[src/rtl/bcd_engine_arbiter_pkg.sv]
// Shared definitions for the BCD engine arbiter: FSM encoding, clock
// frequency and a constant-width helper.
package bcd_engine_arbiter_pkg;

   typedef enum logic {
      S_IDLE = 1'b0,
      S_WAIT = 1'b1
   } state_t;

   localparam int SYSCLOCK_FREQ = 100_000_000;

   // Ceiling log2, usable in constant expressions; clog2(1) = 0.
   function automatic int clog2(input int value);
      int r;
      r = 0;
      while ((1 << r) < value) r++;
      return r;
   endfunction

endpackage

[src/rtl/bcd_engine_arbiter_rr_priority_select.sv]
// Round-robin winner selection: the first set request bit found by searching
// upward circularly from the requester after last_grant.
module rr_priority_select
   import bcd_engine_arbiter_pkg::*;
#(
   parameter int NUM_REQ = 4,
   parameter int IDX_W   = clog2(NUM_REQ)
) (
   input  logic [NUM_REQ-1:0] req,
   input  logic [IDX_W-1:0]   last_grant,
   output logic               any,
   output logic [IDX_W-1:0]   grant
);

   // Rotate-and-priority-encode; the index wraps from NUM_REQ-1 back to 0.
   always_comb begin : sel
      int  idx;
      logic found;
      any   = |req;
      grant = '0;
      found = 1'b0;
      for (int i = 1; i <= NUM_REQ; i++) begin
         idx = int'(last_grant) + i;
         if (idx >= NUM_REQ) idx = idx - NUM_REQ;
         if (!found && req[idx]) begin
            grant = IDX_W'(idx);
            found = 1'b1;
         end
      end
   end

endmodule

[src/rtl/bcd_engine_arbiter.sv]
// Shares a single binary_to_bcd engine among NUM_REQ requesters: round-robin
// grant, operand capture, start pulse, result return and a watchdog abort.
module bcd_engine_arbiter
   import bcd_engine_arbiter_pkg::*;
#(
   parameter int NUM_REQ        = 4,
   parameter int INPUT_WIDTH    = 16,
   parameter int DECIMAL_DIGITS = 4,
   parameter int TIMEOUT_CYCLES = 1024
) (
   input  logic                          clk,
   input  logic                          rst_n,
   input  logic [NUM_REQ-1:0]            req,
   input  logic [NUM_REQ*INPUT_WIDTH-1:0] req_bin,
   output logic [NUM_REQ-1:0]            req_ack,
   output logic [NUM_REQ-1:0]            rsp_valid,
   output logic [4*DECIMAL_DIGITS-1:0]   rsp_bcd,
   output logic                          rsp_error,
   output logic                          busy,
   output logic [INPUT_WIDTH-1:0]        eng_bin,
   output logic                          eng_start,
   input  logic [4*DECIMAL_DIGITS-1:0]   eng_bcd,
   input  logic                          eng_dv
);

   localparam int IDX_W = clog2(NUM_REQ);
   localparam int WD_W  = clog2(TIMEOUT_CYCLES + 1);
   localparam int BCD_W = 4 * DECIMAL_DIGITS;

   state_t                 state, state_nxt;
   logic [IDX_W-1:0]       last_grant, last_grant_nxt;
   logic [WD_W-1:0]        wd, wd_nxt;
   logic [NUM_REQ-1:0]     req_ack_nxt, rsp_valid_nxt;
   logic [BCD_W-1:0]       rsp_bcd_nxt;
   logic                   rsp_error_nxt, busy_nxt, eng_start_nxt;
   logic [INPUT_WIDTH-1:0] eng_bin_nxt;

   logic                   any_req;
   logic [IDX_W-1:0]       grant;

   rr_priority_select #(
      .NUM_REQ (NUM_REQ),
      .IDX_W   (IDX_W)
   ) u_sel (
      .req        (req),
      .last_grant (last_grant),
      .any        (any_req),
      .grant      (grant)
   );

   // Next-state and next-output logic; every output is registered below.
   always_comb begin
      state_nxt      = state;
      last_grant_nxt = last_grant;
      wd_nxt         = wd;
      req_ack_nxt    = '0;
      rsp_valid_nxt  = '0;
      eng_start_nxt  = 1'b0;
      rsp_bcd_nxt    = rsp_bcd;
      rsp_error_nxt  = rsp_error;
      busy_nxt       = busy;
      eng_bin_nxt    = eng_bin;
      case (state)
         S_IDLE: begin
            // eng_dv is deliberately not looked at here
            if (any_req) begin
               eng_bin_nxt        = req_bin[int'(grant)*INPUT_WIDTH +: INPUT_WIDTH];
               eng_start_nxt      = 1'b1;
               req_ack_nxt[grant] = 1'b1;
               busy_nxt           = 1'b1;
               last_grant_nxt     = grant;
               wd_nxt             = '0;
               state_nxt          = S_WAIT;
            end
         end
         S_WAIT: begin
            // done is honoured only after the start pulse; it beats the watchdog
            if (eng_dv && !eng_start) begin
               rsp_bcd_nxt               = eng_bcd;
               rsp_valid_nxt[last_grant] = 1'b1;
               rsp_error_nxt             = 1'b0;
               busy_nxt                  = 1'b0;
               state_nxt                 = S_IDLE;
            end else if (wd == WD_W'(TIMEOUT_CYCLES - 1)) begin
               rsp_bcd_nxt               = '0;
               rsp_valid_nxt[last_grant] = 1'b1;
               rsp_error_nxt             = 1'b1;
               busy_nxt                  = 1'b0;
               state_nxt                 = S_IDLE;
            end else begin
               wd_nxt = wd + WD_W'(1);
            end
         end
         default: state_nxt = S_IDLE;
      endcase
   end

   // State and output registers with synchronous active-low reset.
   always_ff @(posedge clk) begin
      if (!rst_n) begin
         state      <= S_IDLE;
         last_grant <= IDX_W'(NUM_REQ - 1);
         wd         <= '0;
         req_ack    <= '0;
         rsp_valid  <= '0;
         rsp_bcd    <= '0;
         rsp_error  <= 1'b0;
         busy       <= 1'b0;
         eng_bin    <= '0;
         eng_start  <= 1'b0;
      end else begin
         state      <= state_nxt;
         last_grant <= last_grant_nxt;
         wd         <= wd_nxt;
         req_ack    <= req_ack_nxt;
         rsp_valid  <= rsp_valid_nxt;
         rsp_bcd    <= rsp_bcd_nxt;
         rsp_error  <= rsp_error_nxt;
         busy       <= busy_nxt;
         eng_bin    <= eng_bin_nxt;
         eng_start  <= eng_start_nxt;
      end
   end

endmodule

[config.mk]
export PLATFORM = sky130hd
export DESIGN_NAME = bcd_engine_arbiter
export DESIGN_NICKNAME = d
export VERILOG_FILES = /design/src/rtl/bcd_engine_arbiter_pkg.sv /design/src/rtl/bcd_engine_arbiter_rr_priority_select.sv /design/src/rtl/bcd_engine_arbiter.sv
export SDC_FILE = /design/constraint.sdc
export NUM_CORES = 1
export LEC_CHECK = 0
export CAP_MARGIN = 10
export CORE_MARGIN = 2
export CORE_UTILIZATION = 46
export CTS_BUF_LIST = sky130_fd_sc_hd__clkbuf_16
export DETAILED_ROUTE_END_ITERATION = 8
export MAX_ROUTING_LAYER = met4
export PLACE_DENSITY_LB_ADDON = 0.08
export SETUP_SLACK_MARGIN = 0.5
export SYNTH_ARGS = -nofsm -noshare
export SYNTH_HDL_FRONTEND = slang
export SYNTH_SLANG_ARGS = --single-unit
[constraint.sdc]
create_clock -name clk -period 6.9 [get_ports clk]
set_clock_uncertainty 0.2 [all_clocks]
set_input_delay 1.38 -clock clk [delete_from_list [all_inputs] [get_ports clk]]
set_output_delay 1.38 -clock clk [all_outputs]
set_load 0.03 [all_outputs]
=== Yosys cells after proc, flatten, opt, wreduce, memory -nomap -nowiden ===
Cells that the tools add are included.

* Register bits after elaboration: 57
* Output and inout port bits: 43
* Word-level logic and storage cells: 104
* Input bits: 87

* Shift operators: 1
* Bitwise gates (word level): 3
* Multiplexer cells: 45
* Equality and inequality tests: 5
* Add/subtract/negate cells: 9
* Reduce and logical (&&, ||, !) cells: 19
* $lt $le $gt $ge: 12

{| class="wikitable"
|+ Operators with widths
! operator !! count
|-
| greater-or-equal comparator 32 x 4 -> 1 bit, second input constant || 4
|-
| < comparator 32 x 4 -> 1 bit, second input constant || 4
|-
| two-way mux 32 bit || 4
|-
| subtractor 32 x 4 -> 32 bit, second input constant || 4
|-
| variable part select 64 x 7 -> 16 bit || 1
|-
| two-way mux 11 bit || 3
|-
| two-way mux 16 bit || 2
|-
| case mux 11 bit (2 select lines) || 1
|-
| two-way mux 1 bit || 21
|-
| adder 11 x 1 -> 11 bit, second input constant || 1
|-
| == test 11 x 10 -> 1 bit, second input constant || 1
|-
| binary-select mux 1 bit (select 2 bit) || 4
|-
| two-way mux 2 bit || 4
|-
| two-way mux 4 bit || 2
|-
| AND reduction 2 bit || 4
|-
| adder 2 x 2 -> 3 bit, second input constant || 2
|-
| logical AND 1 bit || 6
|-
| < comparator 2 x 3 -> 1 bit, second input constant || 2
|-
| inequality test 2 bit, second input constant || 3
|-
| adder 2 x 3 -> 4 bit, second input constant || 1
|-
| demux 1 bit (select 2 bit) || 2
|-
| greater-or-equal comparator 2 x 1 -> 1 bit, second input constant || 2
|-
| zero test 1 bit || 4
|-
| case mux 1 bit (2 select lines) || 2
|-
| other kinds (8) || 10
|}

=== Depth between registers and ports, before layout ===
* Word-level depth: 20
* Mapped depth: 12
* Depth with buffers taken out: 7

=== Hierarchy ===
From an unflattened synthesis, not the netlist that was laid out.

* Cells, all modules: 249
* Area, all modules: 2546.2 um2

{| class="wikitable"
|+ Modules (own cells, without submodules)
! module !! area an instance (um2) !! sequential area each (um2) !! instances !! cells an instance
|-
| bcd_engine_arbiter || 2464.9 || 1141.1 || 1 || 235
|-
| rr_priority_select || 81.3 || 0.0 || 1 || 14
|}

=== Least setup slack after synthesis ===
Ideal clock, no wire load.

* Kind: input port to flip-flop
* Start point: input req[3]
* End point: register eng_bin[10]
* Arrival time: 3.168 ns
* Setup time: 0.073 ns
* Path buffers: 4
* Stages: 9
* Setup slack: 3.458 ns
* Data required time: 6.627 ns
* Cells stage by stage: buf_2 mux4_2 nor2b_1 o211a_1 buf_6 or4_4 buf_6 buf_8 o211ai_2

* Word-level cells in the longest chain between the ends: 14
* Elaborated cells between the ends (all ways): 28
* Classes of those cells: shift (1); mux (19); reduce/logical (8)

{| class="wikitable"
|+ RTL lines
! item !! line !! RTL
|-
| from (decl) || bcd_engine_arbiter.sv:13 || <nowiki>input logic [NUM_REQ-1:0] req,</nowiki>
|-
| binary-select mux 1 bit (select 2 bit) || bcd_engine_arbiter_rr_priority_select.sv:25 || <nowiki>if (!found && req[idx]) begin</nowiki>
|-
| two-way mux 1 bit (implied by the code) (2 in series) || bcd_engine_arbiter_rr_priority_select.sv:25 ||
|-
| two-way mux 1 bit || bcd_engine_arbiter_rr_priority_select.sv:25 ||
|-
| zero test 1 bit || bcd_engine_arbiter_rr_priority_select.sv:25 ||
|-
| logical AND 1 bit || bcd_engine_arbiter_rr_priority_select.sv:25 ||
|-
| two-way mux 1 bit || bcd_engine_arbiter_rr_priority_select.sv:25 ||
|-
| zero test 1 bit || bcd_engine_arbiter_rr_priority_select.sv:25 ||
|-
| logical AND 1 bit || bcd_engine_arbiter_rr_priority_select.sv:25 ||
|-
| two-way mux 1 bit || bcd_engine_arbiter_rr_priority_select.sv:25 ||
|-
| zero test 1 bit || bcd_engine_arbiter_rr_priority_select.sv:25 ||
|-
| logical AND 1 bit || bcd_engine_arbiter_rr_priority_select.sv:25 ||
|-
| two-way mux 2 bit || bcd_engine_arbiter_rr_priority_select.sv:25 ||
|-
| variable part select 64 x 7 -> 16 bit || bcd_engine_arbiter.sv:67 || <nowiki>eng_bin_nxt = req_bin[int'(grant)*INPUT_WIDTH +: INPUT_WIDTH];</nowiki>
|-
| to (signal assigned) || bcd_engine_arbiter.sv:120 || <nowiki>eng_bin <= eng_bin_nxt;</nowiki>
|-
| to (decl) || bcd_engine_arbiter.sv:20 || <nowiki>output logic [INPUT_WIDTH-1:0] eng_bin,</nowiki>
|}

Several ways; a longest one is shown, not always the timed one. The select of a mux whose other input is x is not followed.
A chain may end at the register's enable or synchronous reset.

=== Worst setup path in the final report ===
* Start point: register last_grant[0]
* End point: register eng_bin[1]

* Word-level cells in the longest chain between the ends: 17
* Elaborated cells between the ends (all ways): 42
* Classes of those cells: add/sub (8); order compare (4); shift (1); mux (23); reduce/logical (6)

{| class="wikitable"
|+ RTL lines
! item !! line !! RTL
|-
| from (decl) || bcd_engine_arbiter.sv:31 || <nowiki>logic [IDX_W-1:0] last_grant, last_grant_nxt;</nowiki>
|-
| from (signal assigned) || bcd_engine_arbiter.sv:102 || <nowiki>last_grant <= IDX_W'(NUM_REQ - 1);</nowiki>
|-
| from (signal assigned) || bcd_engine_arbiter.sv:113 || <nowiki>last_grant <= last_grant_nxt;</nowiki>
|-
| adder 2 x 1 -> 3 bit || bcd_engine_arbiter_rr_priority_select.sv:23 || <nowiki>idx = int'(last_grant) + i;</nowiki>
|-
| subtractor 32 x 4 -> 32 bit or greater-or-equal comparator 32 x 4 -> 1 bit (tied branches) || bcd_engine_arbiter_rr_priority_select.sv:24 || <nowiki>if (idx >= NUM_REQ) idx = idx - NUM_REQ;</nowiki>
|-
| two-way mux 32 bit || bcd_engine_arbiter_rr_priority_select.sv:24 ||
|-
| binary-select mux 1 bit (select 2 bit) || bcd_engine_arbiter_rr_priority_select.sv:25 ||
|-
| two-way mux 1 bit (implied by the code) (2 in series) || bcd_engine_arbiter_rr_priority_select.sv:25 ||
|-
| two-way mux 1 bit || bcd_engine_arbiter_rr_priority_select.sv:25 ||
|-
| zero test 1 bit || bcd_engine_arbiter_rr_priority_select.sv:25 ||
|-
| logical AND 1 bit || bcd_engine_arbiter_rr_priority_select.sv:25 ||
|-
| two-way mux 1 bit || bcd_engine_arbiter_rr_priority_select.sv:25 ||
|-
| zero test 1 bit || bcd_engine_arbiter_rr_priority_select.sv:25 ||
|-
| logical AND 1 bit || bcd_engine_arbiter_rr_priority_select.sv:25 ||
|-
| two-way mux 1 bit || bcd_engine_arbiter_rr_priority_select.sv:25 ||
|-
| zero test 1 bit || bcd_engine_arbiter_rr_priority_select.sv:25 ||
|-
| logical AND 1 bit || bcd_engine_arbiter_rr_priority_select.sv:25 ||
|-
| two-way mux 2 bit * || bcd_engine_arbiter_rr_priority_select.sv:25 ||
|-
| variable part select 64 x 7 -> 16 bit * || bcd_engine_arbiter.sv:67 ||
|}

Mark *: on every way between the ends. The rest lies on a longest branch, timed or not. The select of a mux whose other input is x is not followed.

==> impl_metrics.json <==
{
  "reg2reg_from": "last_grant[0]",
  "syn_nets": 429,
  "area_delta_synth_final_pct": 53.6,
  "die-area_sq_um": 7330,
  "worst_pin_slew_ns": 1.14,
  "clkTransAtPathRegs_ns": 0.05,
  "fp.dieW_um": 85.6,
  "postCtsHoldBufs": 0,
  "syn_avg_cell_area_sq_um": 9.10,
  "hold_depth": 2,
  "start_kind": "flip-flop",
  "grt_pass1_vias": 2806,
  "cts.repair.resized": 0,
  "p_per_area_nw_per_um2": 279,
  "core_area_sq_um": 6390,
  "gp_congestion": 0.863,
  "syn_inst": 337,
  "min-delay-start": "eng_bin[7]",
  "rsz0062_at_grt": "no",
  "htreeDepth": 3,
  "finalNetCount": 548,
  "grt_max_degree": 30,
  "synth_area_leaders": "dfxtp_1 37%, a211oi_1 8.3%, mux2i_1 6.5%",
  "port_buffers": 129,
  "place_area_sq_um": 4350,
  "drt_pass1_iterations": 4,
  "yosys_warnings": 0,
  "clkSinkCount": 57,
  "drc_errors": 0,
  "synth_top_area_share": 0.372,
  "grt_pass1_wl_mm": 13.8,
  "ir_drop_mv": 0.226,
  "drive_gt1_frac": 0.0911,
  "power_leakage_nw": 1.91,
  "netlist_area_sq_um": 3070,
  "fin_crit_ns": 3.93,
  "tns_ns": 0,
  "num_rows": 29,
  "rrSetupSlack_ns": 2.97,
  "die_y_um": 85.6,
  "timing_worst_setup_path_type": "flip-flop to flip-flop",
  "num_io_pins": 130,
  "min_path_type": "flip-flop to flip-flop",
  "fin_total_pwr_mw": 1.32,
  "cts-root-buf": "clkbuf_16",
  "track_usage": 0.244,
  "antenna_found_initial": 0,
  "cp.arrival_ns": 3.91,
  "clock_latency_ns": 0.32,
  "start_util": 0.480,
  "critPathMaxFanout": 29,
  "avgRoutedWirePerCell_um": 16.1,
  "finalInstanceArea_sq_um": 4710,
  "place_ws_ns": 2.81,
  "clock.fmax_mhz": 254,
  "synth_seq_area_share": 0.372,
  "synth-edff-count": 0,
  "min_delay_worst_endpoint": "eng_bin[7]",
  "synth_cell_types": 44,
  "status": "finished, final reports clean",
  "clockBufferDepth": 2,
  "synth-seq-cells": 57,
  "first_iter_violations": 205,
  "postCtsSetupBuffers": 0,
  "synthArstFlopShare": 0,
  "cp-end-kind": "flip-flop",
  "cts_tree": "done",
  "gr-total-overflow": 0,
  "reg2reg_depth": 8,
  "cts_made_buffers": 9,
  "required_ns": 6.87,
  "synthFlopType": "dfxtp_1",
  "min_period_over_period": 0.570,
  "hpwl_mm": 6.47,
  "maxSlewHeadroom": 0.237,
  "num_antenna_cells": 0,
  "r2r_end": "eng_bin[1]",
  "wirelength_mm": 8.64,
  "vias_per_cell": 5.57,
  "yosys.area.top_type": "dfxtp_1",
  "drv_slew": 0,
  "drv_cap": 0,
  "setup_slack_ns": 2.97,
  "finalSetupViolCount": 0,
  "dr_total_vias": 2996,
  "finalHoldViolCount": 0,
  "ant_nets": 0
}
-- kinds of logic (layout without fill, tap and decap cells) --
family	after synthesis	after routing	synth area share
flops	57	57	0.372
buf+inv	61	185	0.0873
compound gates	110	110	0.291
fa+ha+maj	5	5	0.0204
mux	27	27	0.102
xor+xnor	4	4	0.0114
simple gates	73	73	0.116
-- registers in the layout, summed over array words and instances (netlist names) --
signal	cells
state	1
eng_start	1
busy	1
req_ack	4
eng_bin	16
rsp_error	1
last_grant	2
rsp_bcd	16
rsp_valid	4
wd	11
-- final cells by class --
cell class	instances	area, sq um
clock buffer	9	225
clock inverter	7	134
sequential	57	1140
fill	465	1680
tap	77	96.3
timing repair buffer	132	1310
multi-input combinational	219	1660
inverter	37	139
-- per-stage QoR --
stage	hold WS, ns	std cells	utilization
after floorplan	0.230	337	-
final	0.273	538	0.737
after CTS	0.265	538	0.737
after global routing	0.285	538	0.737
after global placement	0.248	522	0.681
after detailed placement	0.259	522	0.681
-- cells in the final DEF (no fill, tap or decap), types with 4 or more instances in the layout --
master,n
inv_1,36
a211oi_1,34
nand2_1,24
bufinv_16,4
ha_1,5
clkdlybuf4s50_1,129
o221ai_1,16
a22o_1,16
xor2_1,4
dfxtp_1,57
a21oi_1,8
and2_1,7
nand3_1,6
mux2_2,4
o211ai_1,8
clkbuf_16,9
mux2i_1,20
nor2_1,17
o211ai_2,9
-- synth_stat cells, types with 3 or more instances --
master,number
nand3_1,6
buf_2,4
clkbuf_1,16
nor2_1,17
mux4_2,3
mux2i_1,20
o21ai_0,3
a21oi_1,9
and2_1,7
inv_1,35
nor2b_1,3
nand2_1,24
buf_6,3
ha_1,5
dfxtp_1,57
and3_1,3
a22o_1,16
o221ai_1,16
o211ai_2,9
a211oi_1,34
xor2_1,4
mux2_2,4
o211ai_1,8
-- worst max-delay path, stage by stage, from the launching register on --
cell and delay [ns]:
dfxtp_1 0.32, buf_4 0.31, clkinv_1 0.55, ha_1 0.59
mux2_2 0.38, o21ai_1 0.81, a211oi_1 0.18, o221ai_1 0.29
o211ai_1 0.16
-- per-layer routing --
metal / wire [um] / track usage / up-vias
met5: 0 / - / -
met4: 150 / 0.0794 / 0
met3: 653 / 0.0635 / 10
met2: 4140 / 0.384 / 134
met1: 3700 / 0.305 / 1370
li1: - / - / 1482
-- report_power, final --
part,leakage [nW],internal (mW),switching [mW]
logic,1.26,0.178,0.218
clock network,0.181,0.386,0.147
registers,0.466,0.364,0.0229
-- worst max-delay path by stage --
stage                     to           from  slack [ns]
5_1_grt          eng_bin[13]  last_grant[0]        2.76
4_1_cts           eng_bin[1]  last_grant[0]        3.04
6_report          eng_bin[1]  last_grant[0]        2.97
2_1_floorplan    eng_bin[10]         req[3]        3.46
3_5_place_dp   last_grant[1]         req[3]        2.81
3_3_place_gp   last_grant[1]         req[3]        2.91
No activity file was read; power rests on OpenSTA's default activity.
